**src/rtl/uart_tx_arbiter_if.sv**
```systemverilog
// Bundle of requester-side and UART-side signals around uart_tx_arbiter.
// The arbiter connects through the slave modport; clients and the UART use master.
interface uart_tx_arbiter_if #(
    parameter int NUM_REQ = 4
);
    logic [NUM_REQ-1:0]   req;
    logic [8*NUM_REQ-1:0] req_data;
    logic [2*NUM_REQ-1:0] req_parity;
    logic [2*NUM_REQ-1:0] req_baud;
    logic [NUM_REQ-1:0]   grant;
    logic [NUM_REQ-1:0]   ack;
    logic [NUM_REQ-1:0]   nack;
    logic                 busy;
    logic                 send;
    logic [7:0]           data_in;
    logic [1:0]           parity_type;
    logic [1:0]           baud_rate;
    logic                 tx_active_flag;
    logic                 tx_done_flag;

    modport master (
        output req, req_data, req_parity, req_baud, tx_active_flag, tx_done_flag,
        input  grant, ack, nack, busy, send, data_in, parity_type, baud_rate
    );

    modport slave (
        input  req, req_data, req_parity, req_baud, tx_active_flag, tx_done_flag,
        output grant, ack, nack, busy, send, data_in, parity_type, baud_rate
    );
endinterface

```
**src/rtl/uart_tx_arbiter.sv**
```systemverilog
// Round-robin arbiter sharing one UART transmitter among NUM_REQ requesters.
// Optional send timeout with nack is built when UART_ARB_TIMEOUT_EN is defined.
module uart_tx_arbiter #(
    parameter int NUM_REQ        = 4,
    parameter int TIMEOUT_CYCLES = 262143
) (
    input  logic               clock,
    input  logic               reset_n,
    uart_tx_arbiter_if.slave   bus
);
    localparam int IDX_W = $clog2(NUM_REQ);

    if (NUM_REQ < 2 || NUM_REQ > 8 || TIMEOUT_CYCLES < 1 || TIMEOUT_CYCLES > 262143) begin : g_param_check
        $error("uart_tx_arbiter: parameter out of range");
    end

    typedef enum logic [1:0] {
        IDLE      = 2'd0,
        START     = 2'd1,
        WAIT_DONE = 2'd2,
        RELEASE   = 2'd3
    } state_t;

    state_t             state, state_next;
    logic [NUM_REQ-1:0] req_q;
    logic               done_q, done_qq;
    logic               done_rise;
    logic [IDX_W-1:0]   last;
    logic [IDX_W-1:0]   winner;
    logic               winner_valid;
    logic               take;
    logic               tmo_hit;
    logic [NUM_REQ-1:0] last_oh;
    logic [7:0]         data_q;
    logic [1:0]         parity_q;
    logic [1:0]         baud_q;

    // Requests and done flag are registered; the done edge is found between
    // two registered copies, so a level left high by an earlier frame is inert.
    always_ff @(posedge clock or negedge reset_n) begin
        if (!reset_n) begin
            req_q   <= '0;
            done_q  <= 1'b0;
            done_qq <= 1'b0;
        end else begin
            // NOTE: state registers use non-blocking assignment so every flop
            // samples pre-edge values regardless of statement order.
            req_q   <= bus.req;
            done_q  <= bus.tx_done_flag;
            done_qq <= done_q;
        end
    end

    assign done_rise = done_q & ~done_qq;

    // Search starts just after the last winner; scanning downwards lets the
    // nearest set request overwrite farther ones.
    always_comb begin
        logic [IDX_W-1:0] cand;
        // NOTE: every always_comb output gets a default first so no path
        // leaves it unassigned and no latch is inferred.
        winner       = '0;
        winner_valid = 1'b0;
        cand         = '0;
        for (int k = NUM_REQ; k >= 1; k--) begin
            cand = IDX_W'((int'(last) + k) % NUM_REQ);
            if (req_q[cand]) begin
                winner       = cand;
                winner_valid = 1'b1;
            end
        end
    end

    assign take = (state == IDLE) && winner_valid;

    always_ff @(posedge clock or negedge reset_n) begin
        if (!reset_n) begin
            state <= IDLE;
        end else begin
            state <= state_next;
        end
    end

    always_comb begin
        state_next = state;
        case (state)
            IDLE:      if (winner_valid) state_next = START;
            START: begin
                if (tmo_hit)                 state_next = RELEASE;
                else if (bus.tx_active_flag) state_next = WAIT_DONE;
            end
            WAIT_DONE: if (done_rise || tmo_hit) state_next = RELEASE;
            RELEASE:   state_next = IDLE;
            default:   state_next = IDLE;
        endcase
    end

    // Winner fields are captured once per grant and held until the next one.
    always_ff @(posedge clock or negedge reset_n) begin
        if (!reset_n) begin
            last     <= IDX_W'(NUM_REQ - 1);
            data_q   <= 8'h00;
            parity_q <= 2'b00;
            baud_q   <= 2'b00;
        end else if (take) begin
            last     <= winner;
            data_q   <= bus.req_data[8*int'(winner) +: 8];
            parity_q <= bus.req_parity[2*int'(winner) +: 2];
            baud_q   <= bus.req_baud[2*int'(winner) +: 2];
        end
    end

    assign last_oh = NUM_REQ'(1) << last;

`ifdef UART_ARB_TIMEOUT_EN
    localparam logic [17:0] TMO_LIMIT = 18'(TIMEOUT_CYCLES);

    logic [17:0] tmo_cnt;
    logic        timed_out;

    always_ff @(posedge clock or negedge reset_n) begin
        if (!reset_n) begin
            tmo_cnt <= '0;
        end else if (take) begin
            tmo_cnt <= '0;
        end else if (state == START || state == WAIT_DONE) begin
            tmo_cnt <= tmo_cnt + 18'd1;
        end
    end

    assign tmo_hit = (state == START || state == WAIT_DONE) && (tmo_cnt == TMO_LIMIT);

    // A completion seen in the same cycle as the limit still counts as success.
    always_ff @(posedge clock or negedge reset_n) begin
        if (!reset_n) begin
            timed_out <= 1'b0;
        end else if (state != RELEASE) begin
            timed_out <= tmo_hit && !(state == WAIT_DONE && done_rise);
        end
    end

    assign bus.ack  = (state == RELEASE && !timed_out) ? last_oh : '0;
    assign bus.nack = (state == RELEASE &&  timed_out) ? last_oh : '0;
`else
    assign tmo_hit  = 1'b0;
    assign bus.ack  = (state == RELEASE) ? last_oh : '0;
    assign bus.nack = '0;
`endif

    assign bus.grant       = (state == START || state == WAIT_DONE) ? last_oh : '0;
    assign bus.busy        = (state != IDLE);
    assign bus.send        = (state == START);
    assign bus.data_in     = data_q;
    assign bus.parity_type = parity_q;
    assign bus.baud_rate   = baud_q;
endmodule

```
**src/flat_wrapper.sv**
```systemverilog
// flat-port wrapper written by rule: the top's interface ports become plain ports
module uart_tx_arbiter_flat 
#(
    parameter int NUM_REQ        = 4,
    parameter int TIMEOUT_CYCLES = 262143
)
  (clock, reset_n, bus_req, bus_req_data, bus_req_parity, bus_req_baud, bus_tx_active_flag, bus_tx_done_flag, bus_grant, bus_ack, bus_nack, bus_busy, bus_send, bus_data_in, bus_parity_type, bus_baud_rate);
  uart_tx_arbiter_if #(.NUM_REQ(NUM_REQ)) bus_i ();
  input  logic clock;
  input  logic reset_n;
  input wire logic [$bits(bus_i.req)-1:0] bus_req;
  input wire logic [$bits(bus_i.req_data)-1:0] bus_req_data;
  input wire logic [$bits(bus_i.req_parity)-1:0] bus_req_parity;
  input wire logic [$bits(bus_i.req_baud)-1:0] bus_req_baud;
  input wire logic [$bits(bus_i.tx_active_flag)-1:0] bus_tx_active_flag;
  input wire logic [$bits(bus_i.tx_done_flag)-1:0] bus_tx_done_flag;
  output wire logic [$bits(bus_i.grant)-1:0] bus_grant;
  output wire logic [$bits(bus_i.ack)-1:0] bus_ack;
  output wire logic [$bits(bus_i.nack)-1:0] bus_nack;
  output wire logic [$bits(bus_i.busy)-1:0] bus_busy;
  output wire logic [$bits(bus_i.send)-1:0] bus_send;
  output wire logic [$bits(bus_i.data_in)-1:0] bus_data_in;
  output wire logic [$bits(bus_i.parity_type)-1:0] bus_parity_type;
  output wire logic [$bits(bus_i.baud_rate)-1:0] bus_baud_rate;
  assign bus_i.req = bus_req;
  assign bus_i.req_data = bus_req_data;
  assign bus_i.req_parity = bus_req_parity;
  assign bus_i.req_baud = bus_req_baud;
  assign bus_i.tx_active_flag = bus_tx_active_flag;
  assign bus_i.tx_done_flag = bus_tx_done_flag;
  assign bus_grant = bus_i.grant;
  assign bus_ack = bus_i.ack;
  assign bus_nack = bus_i.nack;
  assign bus_busy = bus_i.busy;
  assign bus_send = bus_i.send;
  assign bus_data_in = bus_i.data_in;
  assign bus_parity_type = bus_i.parity_type;
  assign bus_baud_rate = bus_i.baud_rate;
  uart_tx_arbiter #(.NUM_REQ(NUM_REQ), .TIMEOUT_CYCLES(TIMEOUT_CYCLES)) u_core (.clock(clock), .reset_n(reset_n), .bus(bus_i));
endmodule
```
**config.mk**
```make
export PLATFORM = sky130hd
export DESIGN_NAME = uart_tx_arbiter_flat
export DESIGN_NICKNAME = d
export VERILOG_FILES = /design/src/rtl/uart_tx_arbiter_if.sv /design/src/rtl/uart_tx_arbiter.sv /design/src/flat_wrapper.sv
export SDC_FILE = /design/constraint.sdc
export NUM_CORES = 1
export LEC_CHECK = 0
export CAP_MARGIN = 20
export CORE_ASPECT_RATIO = 0.9
export CORE_UTILIZATION = 25
export CTS_BUF_LIST = sky130_fd_sc_hd__clkbuf_8
export DETAILED_ROUTE_END_ITERATION = 10
export PLACE_DENSITY = 0.48
export REMOVE_ABC_BUFFERS = 1
export SLEW_MARGIN = 20
export SYNTH_ARGS = -nofsm -noshare
export SYNTH_HDL_FRONTEND = slang
export SYNTH_SLANG_ARGS = --single-unit
```
**constraint.sdc**
```tcl
create_clock -name clock -period 3.7 [get_ports clock]
set_input_delay 0.74 -clock clock [delete_from_list [all_inputs] [get_ports clock]]
set_output_delay 0.74 -clock clock [all_outputs]
set_load 0.02 [all_outputs]
```
==> flow_summary.html, run 1 <==
<table>
<tr><th>Metric</th><th>Value</th></tr>
<tr><th colspan="2">GRT</th></tr>
<tr><td>Number of antenna violations at the first check in global routing</td><td>0</td></tr>
<tr><td>Met3 demand-to-capacity share in global routing</td><td>between 1.5 and 2%</td></tr>
<tr><td>Global route total overflow</td><td>0</td></tr>
<tr><td>Met2 Usage GRT</td><td>26.1%</td></tr>
<tr><td>Global-route met1 utilization</td><td>a little under a quarter</td></tr>
<tr><td>Pin count of the biggest net entering global routing</td><td>25</td></tr>
<tr><td>GRT Resource Usage Total</td><td>between 10% and 20%</td></tr>
<tr><td>First-pass GRT wire length</td><td>between 10000 and 15000 um</td></tr>
<tr><td>Routing layer with the top usage in global route</td><td>met2</td></tr>
<tr><td>Vias in the first global route</td><td>2400</td></tr>
<tr><th colspan="2">Floorplan</th></tr>
<tr><td>Die ar.</td><td>~9400 sq um</td></tr>
<tr><td>Starting density of the core</td><td>between 20% and 30%</td></tr>
<tr><td>Height of the die</td><td>between 90 and 100 um</td></tr>
<tr><td>Standard cell core area</td><td>about 8600 sq um</td></tr>
<tr><td>Std cell rows</td><td>32</td></tr>
<tr><td>Total I/O pin count</td><td>between 80 and 90</td></tr>
<tr><td>Die extent in x</td><td>between 100 and 150 um</td></tr>
<tr><th colspan="2">STA</th></tr>
<tr><td>Final setup TNS</td><td>0 ps</td></tr>
<tr><td>Transition time at the pin with the least slew margin</td><td>around 1100 ps</td></tr>
<tr><td>Final worst hold slack</td><td>slightly below 400 ps</td></tr>
<tr><td>Hold Violations, Final</td><td>0</td></tr>
<tr><td>Normalized max-slew margin</td><td>25.5%</td></tr>
<tr><td>Number of pins with negative max-slew slack in the final report</td><td>0</td></tr>
<tr><td>Unrepaired setup endpoints after global routing</td><td>false</td></tr>
<tr><td>Highest Clock Rate</td><td>between 0.3 and 0.4 GHz</td></tr>
<tr><td>Fin crit period</td><td>~3200 ps</td></tr>
<tr><td>Worst clock skew on the final layout</td><td>5.99 ps</td></tr>
<tr><td>Setup-violating endpoint count in the final report</td><td>0</td></tr>
<tr><td>Ratio of final minimum period to clock period</td><td>85.8%</td></tr>
<tr><th colspan="2">Layout</th></tr>
<tr><td>Final Util</td><td>between 30% and 40%</td></tr>
<tr><td>Diodes inserted</td><td>0</td></tr>
<tr><td>Fraction of final layout cells sized beyond drive strength 1</td><td>about a tenth</td></tr>
<tr><td>Filler Cell Count</td><td>about 920</td></tr>
<tr><td>Count of non-filler cells in the finished layout</td><td>between 400 and 500</td></tr>
<tr><td>Area growth from synthesis to layout</td><td>41.6%</td></tr>
<tr><td>Net count of the finished layout</td><td>~410</td></tr>
<tr><th colspan="2">Power</th></tr>
<tr><td>Leakage component of the power</td><td>roughly 1.3 nW</td></tr>
<tr><td>Total power</td><td>around 0.0028 W</td></tr>
<tr><td>Cell Pwr Density</td><td>868 nW/um^2</td></tr>
<tr><td>Max rail drop VDD</td><td>311 uV</td></tr>
<tr><th colspan="2">Worst setup path</th></tr>
<tr><td>Data arrival time of the critical path</td><td>between 3000 and 4000 ps</td></tr>
<tr><td>Data required time of the critical path</td><td>slightly below 4000 ps</td></tr>
<tr><td>Capture point of the worst reg-to-reg path</td><td>u_core.bus.baud_rate[0]$_DFFE_PN0P_</td></tr>
<tr><td>Startpoint class of the critical path</td><td>flip-flop</td></tr>
<tr><td>Cell-by-cell trace of the critical path</td><td>inv_1 &gt; ha_1 &gt; buf_4 &gt; nor2b_1 &gt; o21ai_0 &gt; o211ai_2 &gt; buf_4 &gt; a2111oi_0 &gt; o31ai_1</td></tr>
<tr><td>Setup CP Type</td><td>reg -&gt; reg</td></tr>
<tr><td>Worst r2r src</td><td>u_core.last[0]$_DFFE_PN1P_</td></tr>
<tr><td>First element of the critical path</td><td>u_core.last[0]$_DFFE_PN1P_</td></tr>
<tr><td>Number of cells on the worst reg-to-reg path</td><td>9</td></tr>
<tr><td>Delay contributed by the slowest stage of the critical path</td><td>around 760 ps</td></tr>
<tr><td>Cell with the most instances on the worst path</td><td>sky130_fd_sc_hd__buf_4</td></tr>
<tr><td>Largest fanout on the critical path</td><td>19</td></tr>
<tr><td>Element type at the critical path end</td><td>flip-flop</td></tr>
<tr><td>Worst-path cell with the longest stage delay</td><td>sky130_fd_sc_hd__dfstp_2</td></tr>
<tr><td>Worst reg2reg setup slack</td><td>530 ps</td></tr>
<tr><td>Critical Path End</td><td>u_core.bus.baud_rate[0]$_DFFE_PN0P_</td></tr>
<tr><th colspan="2">Hold path</th></tr>
<tr><td>Min-delay src</td><td>u_core.done_q$_DFF_PN0_</td></tr>
<tr><td>Hold Path Class</td><td>reg -&gt; reg</td></tr>
<tr><th colspan="2">Logic synthesis</th></tr>
<tr><td>Count of unique library cells instantiated by Yosys</td><td>between 40 and 50</td></tr>
<tr><td>Number of instances in the synthesized netlist</td><td>about 280</td></tr>
<tr><td>Flip-flop and latch count after synthesis</td><td>22</td></tr>
<tr><td>Proportion of netlist area held by the largest area contributor</td><td>~22%</td></tr>
<tr><td>Synthesis warning total</td><td>0</td></tr>
<tr><td>Summed instance area of the synthesized netlist</td><td>approximately 2200 sq um</td></tr>
<tr><td>Mean post-synth cell area</td><td>8.16 sq um</td></tr>
<tr><td>Predominant post-synthesis flop cell</td><td>sky130_fd_sc_hd__dfrtp_1</td></tr>
<tr><td>Asr flop ratio synth</td><td>100%</td></tr>
<tr><td>Most common library cells after synthesis</td><td>42 x sky130_fd_sc_hd__nand3_1, 20 x sky130_fd_sc_hd__dfrtp_1, 20 x sky130_fd_sc_hd__inv_1</td></tr>
<tr><td>Number of enable-type register cells in the synthesized netlist</td><td>0</td></tr>
<tr><td>Most frequent cell after synthesis</td><td>sky130_fd_sc_hd__nand3_1</td></tr>
<tr><td>Largest cells by area after synthesis</td><td>sky130_fd_sc_hd__dfrtp_1 22%, sky130_fd_sc_hd__nand3_1 9.4%, sky130_fd_sc_hd__a221oi_1 7.4%, sky130_fd_sc_hd__a31oi_1 5.3%, sky130_fd_sc_hd__ha_1 5.0%</td></tr>
<tr><td>Post-synth top area cell</td><td>sky130_fd_sc_hd__dfrtp_1</td></tr>
<tr><td>Sequential element share of the synthesized area</td><td>24.6%</td></tr>
<tr><th colspan="2">Run status</th></tr>
<tr><td>Outcome</td><td>complete, no violations</td></tr>
<tr><th colspan="2">Clock tree</th></tr>
<tr><td>Hold buffer count at cts</td><td>0</td></tr>
<tr><td>Buffers inserted by post-CTS timing repair</td><td>0</td></tr>
<tr><td>Depth of the CTS H-tree</td><td>1</td></tr>
<tr><td>Root Buffer Master</td><td>sky130_fd_sc_hd__clkbuf_8</td></tr>
<tr><td>Buffer depth of the longest clock path</td><td>2</td></tr>
<tr><td>Sink Count</td><td>22</td></tr>
<tr><td>CTS Buf Count</td><td>3</td></tr>
<tr><td>Clk_lat worst skew</td><td>between 200 and 300 ps</td></tr>
<tr><td>Clock Pin Slew Worst Setup and Hold Paths</td><td>100 ps</td></tr>
<tr><td>Clock tree from TritonCTS</td><td>done</td></tr>
<tr><td>Post-cts resize count</td><td>0</td></tr>
<tr><th colspan="2">Run</th></tr>
<tr><td>Max-cap violations</td><td>0</td></tr>
<tr><th colspan="2">Route</th></tr>
<tr><td>Residual DRC</td><td>0</td></tr>
<tr><td>Detail-routed via count per cell</td><td>5.49</td></tr>
<tr><td>Drt wl/cell</td><td>approximately 17 um</td></tr>
<tr><td>Via count</td><td>between 2000 and 3000</td></tr>
<tr><td>Final WL</td><td>approximately 7900 um</td></tr>
<tr><td>Detailed Routing Iterations Pass 1</td><td>5</td></tr>
<tr><td>Number of DRC violations after detailed-routing iteration 0</td><td>roughly 160</td></tr>
<tr><td>ANT nets after route</td><td>0</td></tr>
<tr><th colspan="2">Placement</th></tr>
<tr><td>PortBufs</td><td>77</td></tr>
<tr><td># placed instances</td><td>456</td></tr>
<tr><td>Sum of net half-perimeters after detailed placement</td><td>approximately 5500 um</td></tr>
<tr><td>Final GP Congestion</td><td>roughly 0.80</td></tr>
</table>
[per-layer routing]
metal | vias to the layer above | routed length (um)
li1 | 1183 | -
met3 | 13 | 510
met2 | 118 | 3620
met5 | - | 0
met4 | 0 | 136
met1 | 1211 | 3580
[logic make-up (layout without fill, tap and decap cells)]
| family | count (synthesis) | after routing | share of synthesized area [%] |
|---|---|---|---|
| simple gates | 96 | 96 | 23.8 |
| other cells | 1 | 4 | 0.167 |
| compound gates | 84 | 84 | 29.2 |
| fa+ha+maj | 9 | 9 | 5.02 |
| buf+inv | 54 | 117 | 11.9 |
| flops | 22 | 22 | 24.6 |
| mux | 9 | 9 | 5.30 |
[stage by stage]
| stage | cell area, sq um | setup slack [ps] |
|---|---|---|
| floorplan | 2060 | -149 |
| global placement | 3110 | 603 |
| detailed placement | 3110 | 523 |
| CTS | 3180 | 498 |
| global route | 3180 | 215 |
| finish | 3180 | 527 |
[placed cells by master (no fill, tap or decap), types with 2 or more instances in the layout]
master / n
sky130_fd_sc_hd__nor2b_1: 2
sky130_fd_sc_hd__and3_1: 12
sky130_fd_sc_hd__mux2i_1: 3
sky130_fd_sc_hd__nand3_1: 42
sky130_fd_sc_hd__o31ai_1: 13
sky130_fd_sc_hd__and2_1: 9
sky130_fd_sc_hd__nand2b_1: 2
sky130_fd_sc_hd__clkbuf_8: 3
sky130_fd_sc_hd__or2_2: 2
sky130_fd_sc_hd__a221oi_1: 19
sky130_fd_sc_hd__clkdlybuf4s50_1: 77
sky130_fd_sc_hd__a31oi_1: 19
sky130_fd_sc_hd__nand2_1: 14
sky130_fd_sc_hd__a22o_1: 2
sky130_fd_sc_hd__a2111oi_0: 12
sky130_fd_sc_hd__o21ai_0: 4
sky130_fd_sc_hd__ha_1: 9
sky130_fd_sc_hd__a21oi_1: 2
sky130_fd_sc_hd__mux2_2: 3
sky130_fd_sc_hd__buf_4: 16
sky130_fd_sc_hd__o22ai_1: 2
sky130_fd_sc_hd__dfrtp_1: 20
sky130_fd_sc_hd__inv_1: 20
sky130_fd_sc_hd__conb_1: 4
sky130_fd_sc_hd__nor2_1: 4
sky130_fd_sc_hd__dfstp_2: 2
sky130_fd_sc_hd__mux4_2: 2
sky130_fd_sc_hd__and4b_1: 6
[sequential cells by signal, summed over array words and instances, names as in the netlist]
name and flops:
u_core.bus.parity_type 2, u_core.done_qq 1, u_core.last 2, u_core.done_q 1
u_core.bus.data_in 8, u_core.req_q 4, u_core.state 2, u_core.bus.baud_rate 2
[critical path, delay by kind of cell, from the launching register on]
family,cells,cell delay [ps]
DFF,1,760
and+or+nand+nor,1,140
buffers and inverters,3,560
adders and majority gates,1,340
AOI/OAI and AO/OA,4,1250
[where the power goes]
| group | total (W) | internal (W) | switching [W] |
|---|---|---|---|
| registers | 0.000434 | 0.000347 | 0.0000872 |
| clock network | 0.000240 | 0.000145 | 0.0000950 |
| logic | 0.00208 | 0.000887 | 0.00120 |
| total | 0.00276 | 0.00138 | 0.00138 |
[final cells by class]
cell class,instances,area (sq um),area share [%]
Sequential cell,22,553,17.4
Tap cell,119,149,4.69
Multi-Input combinational cell,202,1440,45.3
Clock buffer,3,41.3,1.30
Timing Repair Buffer,93,891,28.0
Clock inverter,1,30.0,0.945
Inverter,20,75.1,2.36
[worst min-delay path by stage]
stage | to | cells after the start
after global placement | u_core.done_qq$_DFF_PN0_ | 0
after CTS | u_core.done_qq$_DFF_PN0_ | 0
final | u_core.done_qq$_DFF_PN0_ | 0
after global routing | u_core.done_qq$_DFF_PN0_ | 0
after floorplan | u_core.done_qq$_DFF_PN0_ | 0
after detailed placement | u_core.done_qq$_DFF_PN0_ | 0
Note: power is estimated with default switching activity, not from simulation.
==> run 2, diff against run 1 <==
- CORE_UTILIZATION: 25 -> 47
- CTS_CLUSTER_SIZE: unset -> 40
- MAX_ROUTING_LAYER: unset -> met4
- PLACE_DENSITY: 0.48 -> 0.82
==> run 2 against run 1 <==
  * Register-to-register slack got worse by 300 ps
  * Power decreased by 1.9%
  * Core utilization increased by 31 points
  * Largest power group unchanged
  * Via count decreased by 0.87%
  * Largest cell class unchanged
  * Clock power decreased by 4%
==> flow_summary.html, run 2 (synthesis gave the netlist of run 1 again) <==
<table>
<tr><th>Metric</th><th>Value</th></tr>
<tr><th colspan="2">Run status</th></tr>
<tr><td>Outcome</td><td>complete, no violations</td></tr>
<tr><th colspan="2">GRT</th></tr>
<tr><td>Vias in the first global route</td><td>2158 (-10%)</td></tr>
<tr><td>Number of antenna violations at the first check in global routing</td><td>0 (unchanged)</td></tr>
<tr><td>First-pass GRT wire length</td><td>10300 um (-15%)</td></tr>
<tr><td>GRT Resource Usage Total</td><td>27.4% (+11 points)</td></tr>
<tr><td>Global route total overflow</td><td>0 (unchanged)</td></tr>
<tr><td>Pin count of the biggest net entering global routing</td><td>29 (+16%)</td></tr>
<tr><th colspan="2">Floorplan</th></tr>
<tr><td>Die ar.</td><td>5060 sq um (-46%)</td></tr>
<tr><td>Starting density of the core</td><td>49.7% (+24 points)</td></tr>
<tr><td>Height of the die</td><td>67.6 um (-26%)</td></tr>
<tr><td>Standard cell core area</td><td>4520 sq um (-48%)</td></tr>
<tr><td>Total I/O pin count</td><td>82 (unchanged)</td></tr>
<tr><td>Std cell rows</td><td>23 (-28%)</td></tr>
<tr><td>Die extent in x</td><td>74.8 um (-27%)</td></tr>
<tr><th colspan="2">Clock tree</th></tr>
<tr><td>Post-cts resize count</td><td>0 (unchanged)</td></tr>
<tr><td>Buffer depth of the longest clock path</td><td>2 (unchanged)</td></tr>
<tr><td>Buffers inserted by post-CTS timing repair</td><td>0 (unchanged)</td></tr>
<tr><td>CTS Buf Count</td><td>3 (unchanged)</td></tr>
<tr><td>Root Buffer Master</td><td>sky130_fd_sc_hd__clkbuf_8</td></tr>
<tr><td>Hold buffer count at cts</td><td>0 (unchanged)</td></tr>
<tr><td>Clock tree from TritonCTS</td><td>done</td></tr>
<tr><td>Sink Count</td><td>22 (unchanged)</td></tr>
<tr><td>Depth of the CTS H-tree</td><td>1 (unchanged)</td></tr>
<tr><td>Clk_lat worst skew</td><td>270 ps (about the same)</td></tr>
<tr><td>Clock Pin Slew Worst Setup and Hold Paths</td><td>90 ps (about the same)</td></tr>
<tr><th colspan="2">Placement</th></tr>
<tr><td># placed instances</td><td>394 (-14%)</td></tr>
<tr><td>PortBufs</td><td>77 (unchanged)</td></tr>
<tr><td>Final GP Congestion</td><td>0.879 (+10%)</td></tr>
<tr><td>Placement Setup Slack</td><td>344 ps (-179 ps)</td></tr>
<tr><td>Post-place instance area</td><td>2990 sq um (-3.6%)</td></tr>
<tr><td>Sum of net half-perimeters after detailed placement</td><td>4880 um (-11%)</td></tr>
<tr><th colspan="2">Route</th></tr>
<tr><td>ANT nets after route</td><td>0 (unchanged)</td></tr>
<tr><td>Number of DRC violations after detailed-routing iteration 0</td><td>218 (+35%)</td></tr>
<tr><td>Detail-routed via count per cell</td><td>6.29 (+15%)</td></tr>
<tr><td>Residual DRC</td><td>0 (unchanged)</td></tr>
<tr><td>Final WL</td><td>6820 um (-13%)</td></tr>
<tr><td>Detailed Routing Iterations Pass 1</td><td>5 (unchanged)</td></tr>
<tr><td>Drt wl/cell</td><td>17.1 um (+0.41%)</td></tr>
<tr><td>Via count</td><td>2503 (-0.87%)</td></tr>
<tr><th colspan="2">Run</th></tr>
<tr><td>Max-cap violations</td><td>0 (unchanged)</td></tr>
<tr><th colspan="2">Worst setup path</th></tr>
<tr><td>Number of cells on the worst reg-to-reg path</td><td>8 (-1)</td></tr>
<tr><td>Largest fanout on the critical path</td><td>19 (unchanged)</td></tr>
<tr><td>Startpoint class of the critical path</td><td>flip-flop</td></tr>
<tr><td>Capture point of the worst reg-to-reg path</td><td>u_core.bus.parity_type[0]$_DFFE_PN0P_</td></tr>
<tr><td>Worst-path cell with the longest stage delay</td><td>sky130_fd_sc_hd__a2111oi_0</td></tr>
<tr><td>Element type at the critical path end</td><td>flip-flop</td></tr>
<tr><td>Data required time of the critical path</td><td>3830 ps (-30 ps)</td></tr>
<tr><td>Worst reg2reg setup slack</td><td>230 ps (-300 ps)</td></tr>
<tr><td>Bufs and invs on worst path</td><td>2 (-1)</td></tr>
<tr><td>Delay contributed by the slowest stage of the critical path</td><td>850 ps (+90 ps)</td></tr>
<tr><td>Worst r2r src</td><td>u_core.last[0]$_DFFE_PN1P_</td></tr>
<tr><td>Cell-by-cell trace of the critical path</td><td>inv_1 &gt; ha_1 &gt; buf_4 &gt; and2_1 &gt; o21ai_0 &gt; o211ai_2 &gt; a2111oi_0 &gt; o31ai_1</td></tr>
<tr><td>Top Family by Delay on Critical Path</td><td>compound AO/OA/AOI/OAI gates</td></tr>
<tr><td>Data arrival time of the critical path</td><td>3600 ps (+270 ps)</td></tr>
<tr><td>Setup CP Type</td><td>reg -&gt; reg</td></tr>
<tr><th colspan="2">STA</th></tr>
<tr><td>Ratio of final minimum period to clock period</td><td>93.8% (+8.0 points)</td></tr>
<tr><td>Transition time at the pin with the least slew margin</td><td>1110 ps (-0.775 ps)</td></tr>
<tr><td>Hold Violations, Final</td><td>0 (unchanged)</td></tr>
<tr><td>Fin crit period</td><td>3470 ps (+296 ps)</td></tr>
<tr><td>Setup-violating endpoint count in the final report</td><td>0 (unchanged)</td></tr>
<tr><td>Normalized max-slew margin</td><td>25.6% (+0.052 points)</td></tr>
<tr><td>Highest Clock Rate</td><td>0.288 GHz (-8.5%)</td></tr>
<tr><td>Final setup TNS</td><td>0 ps (unchanged)</td></tr>
<tr><td>Worst clock skew on the final layout</td><td>3.02 ps (-2.97 ps)</td></tr>
<tr><td>Crit path setup slack, layout</td><td>231 ps (-296 ps)</td></tr>
<tr><td>Unrepaired setup endpoints after global routing</td><td>false</td></tr>
<tr><td>Final worst hold slack</td><td>382 ps (-3.85 ps)</td></tr>
<tr><td>Number of pins with negative max-slew slack in the final report</td><td>0 (unchanged)</td></tr>
<tr><th colspan="2">Power</th></tr>
<tr><td>Leakage component of the power</td><td>1.26 nW (-1.7%)</td></tr>
<tr><td>Max rail drop VDD</td><td>386 uV (+24%)</td></tr>
<tr><td>Cell Pwr Density</td><td>884 nW/um^2 (+1.8%)</td></tr>
<tr><th colspan="2">Layout</th></tr>
<tr><td>Highest-count cells in the layout ignoring fill and taps</td><td>76 x sky130_fd_sc_hd__clkdlybuf4s50_1, 42 x sky130_fd_sc_hd__nand3_1, 20 x sky130_fd_sc_hd__inv_1, 20 x sky130_fd_sc_hd__dfrtp_1</td></tr>
<tr><td>Cell area after layout</td><td>3060 sq um (-3.7%)</td></tr>
<tr><td>Leading cell type in the layout, fill and taps excluded</td><td>sky130_fd_sc_hd__clkdlybuf4s50_1</td></tr>
<tr><td>Net count of the finished layout</td><td>402 (-1.2%)</td></tr>
<tr><td>Largest register FFs</td><td>8 (unchanged)</td></tr>
<tr><td>Diodes inserted</td><td>0 (unchanged)</td></tr>
<tr><td>Area growth from synthesis to layout</td><td>36.3%</td></tr>
<tr><td>Count of non-filler cells in the finished layout</td><td>398 (-13%)</td></tr>
<tr><td>Fraction of final layout cells sized beyond drive strength 1</td><td>8.33% (-1.3 points)</td></tr>
<tr><th colspan="2">Hold path</th></tr>
<tr><td>Min-delay src</td><td>u_core.done_q$_DFF_PN0_</td></tr>
<tr><td>Hold Path Class</td><td>reg -&gt; reg</td></tr>
<tr><td>Hold depth</td><td>0 (unchanged)</td></tr>
<tr><td>Hold Path End</td><td>u_core.done_qq$_DFF_PN0_</td></tr>
</table>
==> run 2: layer usage <==
metal  track usage [%]  vias to the layer above  share of wire, %
met3              3.43                        6               9.8
met1              37.9                     1181                42
li1                  -                     1167                 -
met5                 -                        -                 0
met4              6.13                        0              0.70
met2              42.6                      149                48
==> run 2: how the worst max path moves through the flow <==
stage | to | from | cells after the start
2_1_floorplan | u_core.bus.baud_rate[0]$_DFFE_PN0P_ | u_core.last[0]$_DFFE_PN1P_ | 7
3_3_place_gp | u_core.bus.parity_type[0]$_DFFE_PN0P_ | u_core.last[0]$_DFFE_PN1P_ | 8
3_5_place_dp | u_core.bus.parity_type[0]$_DFFE_PN0P_ | u_core.last[0]$_DFFE_PN1P_ | 8
4_1_cts | u_core.bus.parity_type[0]$_DFFE_PN0P_ | u_core.last[0]$_DFFE_PN1P_ | 8
5_1_grt | u_core.bus.data_in[2]$_DFFE_PN0P_ | u_core.last[0]$_DFFE_PN1P_ | 9
6_report | u_core.bus.parity_type[0]$_DFFE_PN0P_ | u_core.last[0]$_DFFE_PN1P_ | 8
==> run 2: layout make-up <==
cell class	instances	area (sq um)
clock buffers	3	41.3
clock inverters	1	30.0
fillers	401	1460
inverters	20	75.1
multi-input cells	202	1440
flip-flops and latches	22	553
well taps	62	77.6
repair buffers	88	848
==> run 2: where the power goes <==
part / switching [W] / leakage (nW) / internal (W)
logic: 0.00118 / 0.962 / 0.000859
registers: 0.0000864 / 0.262 / 0.000347
clock network: 0.0000867 / 0.0357 / 0.000145
==> run 2: through the flow <==
stage / utilization (%) / power (W)
2_1_floorplan: - / 0.00171
3_3_place_gp: 66.3 / 0.00238
3_5_place_dp: 66.3 / 0.00243
4_1_cts: 67.8 / 0.00267
5_1_grt: 67.7 / 0.00288
6_report: 67.7 / 0.00271
==> run 3, diff against run 2 <==
- CORE_UTILIZATION: 47 -> 60
- DONT_BUFFER_PORTS: unset -> 1
- PLACE_DENSITY: 0.82 -> 0.74
- SLEW_MARGIN: 20 -> unset
==> run 3 against run 2 <==
  * Via count decreased by 14%
  * Wire length fell by 12%
  * Non-clock buffer count shrank 76
  * Sequential power is 24% higher
  * Clock-buffer cell count stayed put
  * Global-route usage increased by 4.5 points
  * Fmax up 2.1%
  * Worst setup slack improved by 71 ps
  * First-iteration DRC count increased by 17%
  * Critical endpoint is now u_core.bus.baud_rate[0]$_DFFE_PN0P_
==> flow_summary.html, run 3 (synthesis gave the netlist of run 1 again) <==
<table>
<tr><th>Metric</th><th>Value</th></tr>
<tr><th colspan="2">Run</th></tr>
<tr><td>Max-cap violations</td><td>0 (unchanged)</td></tr>
<tr><th colspan="2">Clock tree</th></tr>
<tr><td>Buffer depth of the longest clock path</td><td>2 (unchanged)</td></tr>
<tr><td>Clk_lat worst skew</td><td>270 ps (about the same)</td></tr>
<tr><td>Clock tree from TritonCTS</td><td>done</td></tr>
<tr><td>Sink Count</td><td>22 (unchanged)</td></tr>
<tr><td>Post-cts resize count</td><td>0 (unchanged)</td></tr>
<tr><td>Buffers inserted by post-CTS timing repair</td><td>0 (unchanged)</td></tr>
<tr><td>CTS Buf Count</td><td>3 (unchanged)</td></tr>
<tr><td>Hold buffer count at cts</td><td>0 (unchanged)</td></tr>
<tr><td>Depth of the CTS H-tree</td><td>1 (unchanged)</td></tr>
<tr><td>Clock Pin Slew Worst Setup and Hold Paths</td><td>90 ps (about the same)</td></tr>
<tr><td>Root Buffer Master</td><td>sky130_fd_sc_hd__clkbuf_8</td></tr>
<tr><th colspan="2">STA</th></tr>
<tr><td>Ratio of final minimum period to clock period</td><td>91.8% (-1.9 points)</td></tr>
<tr><td>Transition time at the pin with the least slew margin</td><td>926 ps (-186 ps)</td></tr>
<tr><td>Worst clock skew on the final layout</td><td>1.86 ps (-1.17 ps)</td></tr>
<tr><td>Highest Clock Rate</td><td>0.294 GHz (+2.1%)</td></tr>
<tr><td>Unrepaired setup endpoints after global routing</td><td>false</td></tr>
<tr><td>Hold Violations, Final</td><td>0 (unchanged)</td></tr>
<tr><td>Number of pins with negative max-slew slack in the final report</td><td>0 (unchanged)</td></tr>
<tr><td>Normalized max-slew margin</td><td>38.0% (+12 points)</td></tr>
<tr><td>Final setup TNS</td><td>0 ps (unchanged)</td></tr>
<tr><td>Fin crit period</td><td>3400 ps (-70.9 ps)</td></tr>
<tr><td>Setup-violating endpoint count in the final report</td><td>0 (unchanged)</td></tr>
<tr><th colspan="2">Layout</th></tr>
<tr><td>Highest-count cells in the layout ignoring fill and taps</td><td>42 x sky130_fd_sc_hd__nand3_1, 20 x sky130_fd_sc_hd__inv_1, 20 x sky130_fd_sc_hd__dfrtp_1, 19 x sky130_fd_sc_hd__a221oi_1, 19 x sky130_fd_sc_hd__a31oi_1</td></tr>
<tr><td>Area growth from synthesis to layout</td><td>1.73%</td></tr>
<tr><td>Diodes inserted</td><td>0 (unchanged)</td></tr>
<tr><td>Net count of the finished layout</td><td>326 (-19%)</td></tr>
<tr><td>Fraction of final layout cells sized beyond drive strength 1</td><td>11.2% (+2.8 points)</td></tr>
<tr><td>Cell area after layout</td><td>2280 sq um (-25%)</td></tr>
<tr><td>Largest register FFs</td><td>8 (unchanged)</td></tr>
<tr><td>Leading cell type in the layout, fill and taps excluded</td><td>sky130_fd_sc_hd__nand3_1</td></tr>
<tr><th colspan="2">Floorplan</th></tr>
<tr><td>Std cell rows</td><td>20 (-13%)</td></tr>
<tr><td>Height of the die</td><td>60.0 um (-11%)</td></tr>
<tr><td>Total I/O pin count</td><td>82 (unchanged)</td></tr>
<tr><td>Die ar.</td><td>3990 sq um (-21%)</td></tr>
<tr><td>Standard cell core area</td><td>3480 sq um (-23%)</td></tr>
<tr><td>Die extent in x</td><td>66.5 um (-11%)</td></tr>
<tr><td>Starting density of the core</td><td>64.5% (+15 points)</td></tr>
<tr><th colspan="2">Worst setup path</th></tr>
<tr><td>Worst reg2reg setup slack</td><td>300 ps (+70 ps)</td></tr>
<tr><td>Worst-path cell with the longest stage delay</td><td>sky130_fd_sc_hd__dfstp_2</td></tr>
<tr><td>Capture point of the worst reg-to-reg path</td><td>u_core.bus.baud_rate[0]$_DFFE_PN0P_</td></tr>
<tr><td>Top Family by Delay on Critical Path</td><td>compound AO/OA/AOI/OAI gates</td></tr>
<tr><td>Worst r2r src</td><td>u_core.last[0]$_DFFE_PN1P_</td></tr>
<tr><td>Setup CP Type</td><td>reg -&gt; reg</td></tr>
<tr><td>Delay contributed by the slowest stage of the critical path</td><td>740 ps (-110 ps)</td></tr>
<tr><td>Number of cells on the worst reg-to-reg path</td><td>8 (unchanged)</td></tr>
<tr><td>Cell-by-cell trace of the critical path</td><td>inv_1 &gt; ha_1 &gt; mux4_2 &gt; a21oi_4 &gt; o211ai_2 &gt; buf_4 &gt; a2111oi_0 &gt; o31ai_1</td></tr>
<tr><td>Bufs and invs on worst path</td><td>2 (unchanged)</td></tr>
<tr><td>Element type at the critical path end</td><td>flip-flop</td></tr>
<tr><td>Largest fanout on the critical path</td><td>19 (unchanged)</td></tr>
<tr><td>Data arrival time of the critical path</td><td>3530 ps (-70 ps)</td></tr>
<tr><td>Startpoint class of the critical path</td><td>flip-flop</td></tr>
<tr><td>Data required time of the critical path</td><td>3830 ps (about the same)</td></tr>
<tr><th colspan="2">Power</th></tr>
<tr><td>Max rail drop VDD</td><td>623 uV (+61%)</td></tr>
<tr><td>Leakage component of the power</td><td>0.967 nW (-23%)</td></tr>
<tr><td>Cell Pwr Density</td><td>1070 nW/um^2 (+21%)</td></tr>
<tr><th colspan="2">Hold path</th></tr>
<tr><td>Hold Path Class</td><td>in -&gt; async</td></tr>
<tr><th colspan="2">Route</th></tr>
<tr><td>ANT nets after route</td><td>0 (unchanged)</td></tr>
<tr><td>Residual DRC</td><td>0 (unchanged)</td></tr>
<tr><td>Final WL</td><td>5990 um (-12%)</td></tr>
<tr><td>Detail-routed via count per cell</td><td>7.04 (+12%)</td></tr>
<tr><td>Via count</td><td>2141 (-14%)</td></tr>
<tr><td>Number of DRC violations after detailed-routing iteration 0</td><td>255 (+17%)</td></tr>
<tr><td>Detailed Routing Iterations Pass 1</td><td>4 (-1)</td></tr>
<tr><td>Drt wl/cell</td><td>19.7 um (+15%)</td></tr>
<tr><th colspan="2">Placement</th></tr>
<tr><td>Post-place instance area</td><td>2210 sq um (-26%)</td></tr>
<tr><td>Sum of net half-perimeters after detailed placement</td><td>4280 um (-12%)</td></tr>
<tr><td>Final GP Congestion</td><td>0.855 (-2.7%)</td></tr>
<tr><td>PortBufs</td><td>0 (-100%)</td></tr>
<tr><th colspan="2">GRT</th></tr>
<tr><td>Vias in the first global route</td><td>1859 (-14%)</td></tr>
<tr><td>Routing layer with the top usage in global route</td><td>met1</td></tr>
<tr><td>Global-route met1 utilization</td><td>48.1% (+10 points)</td></tr>
<tr><td>Met3 demand-to-capacity share in global routing</td><td>7.06% (+3.6 points)</td></tr>
<tr><td>Number of antenna violations at the first check in global routing</td><td>0 (unchanged)</td></tr>
<tr><td>Pin count of the biggest net entering global routing</td><td>27 (-6.9%)</td></tr>
<tr><td>Global route total overflow</td><td>0 (unchanged)</td></tr>
<tr><td>Met2 Usage GRT</td><td>42.4% (-0.15 points)</td></tr>
<tr><td>First-pass GRT wire length</td><td>9250 um (-11%)</td></tr>
<tr><td>GRT Resource Usage Total</td><td>31.8% (+4.5 points)</td></tr>
<tr><th colspan="2">Run status</th></tr>
<tr><td>Outcome</td><td>complete, no violations</td></tr>
</table>
run 3: cell types whose count changed in the layout (fill, tap and decap cells not counted):
cell                              change
sky130_fd_sc_hd__mux2i_2              +1
sky130_fd_sc_hd__mux2i_1              -1
sky130_fd_sc_hd__clkdlybuf4s50_1     -76
sky130_fd_sc_hd__buf_2                -1
sky130_fd_sc_hd__buf_4                +1
run 3: cell type report:
cell class / instances / area [sq um]
timing repair buffer: 12 / 90.1
inverter: 20 / 75.1
tap: 44 / 55.1
clock buffer: 3 / 41.3
sequential: 22 / 553
fill: 321 / 1190
multi-input combinational: 202 / 1440
clock inverter: 1 / 30.0
run 3: stage by stage:
stage	hold slack, ps	total power [W]	utilization [%]	setup WS [ps]	instances
floorplan	354	0.00171	-	-149	244
global placement	383	0.00214	63.6	387	300
detailed placement	368	0.00218	63.6	340	300
CTS	152	0.00242	65.6	327	304
global route	139	0.00263	65.6	66.8	304
finish	154	0.00243	65.6	302	304
run 3: layer usage:
layer / share of wire (%) / wire (um) / vias to the layer above
met2: 44 / 2630 / 125
met1: 43 / 2590 / 996
met5: 0 / 0 / -
li1: - / - / 1014
met4: 1.3 / 78 / 0
met3: 12 / 692 / 6
run 3: report_power, final:
group	internal (W)	switching [W]	total, W
clock network	0.000145	0.0000866	0.000231
registers	0.000347	0.000189	0.000536
logic	0.000653	0.00101	0.00167
run 3: worst max-delay path by stage:
stage,startpoint,slack [ps],cells after the start,end
finish,u_core.last[0]$_DFFE_PN1P_,300,8,u_core.bus.baud_rate[0]$_DFFE_PN0P_
global route,u_core.last[0]$_DFFE_PN1P_,70,8,u_core.bus.baud_rate[0]$_DFFE_PN0P_
CTS,u_core.last[0]$_DFFE_PN1P_,330,8,u_core.bus.baud_rate[0]$_DFFE_PN0P_
detailed placement,u_core.last[0]$_DFFE_PN1P_,340,8,u_core.bus.baud_rate[0]$_DFFE_PN0P_
global placement,u_core.last[0]$_DFFE_PN1P_,390,8,u_core.bus.baud_rate[0]$_DFFE_PN0P_
floorplan,u_core.last[0]$_DFFE_PN1P_,-150,7,u_core.bus.baud_rate[0]$_DFFE_PN0P_
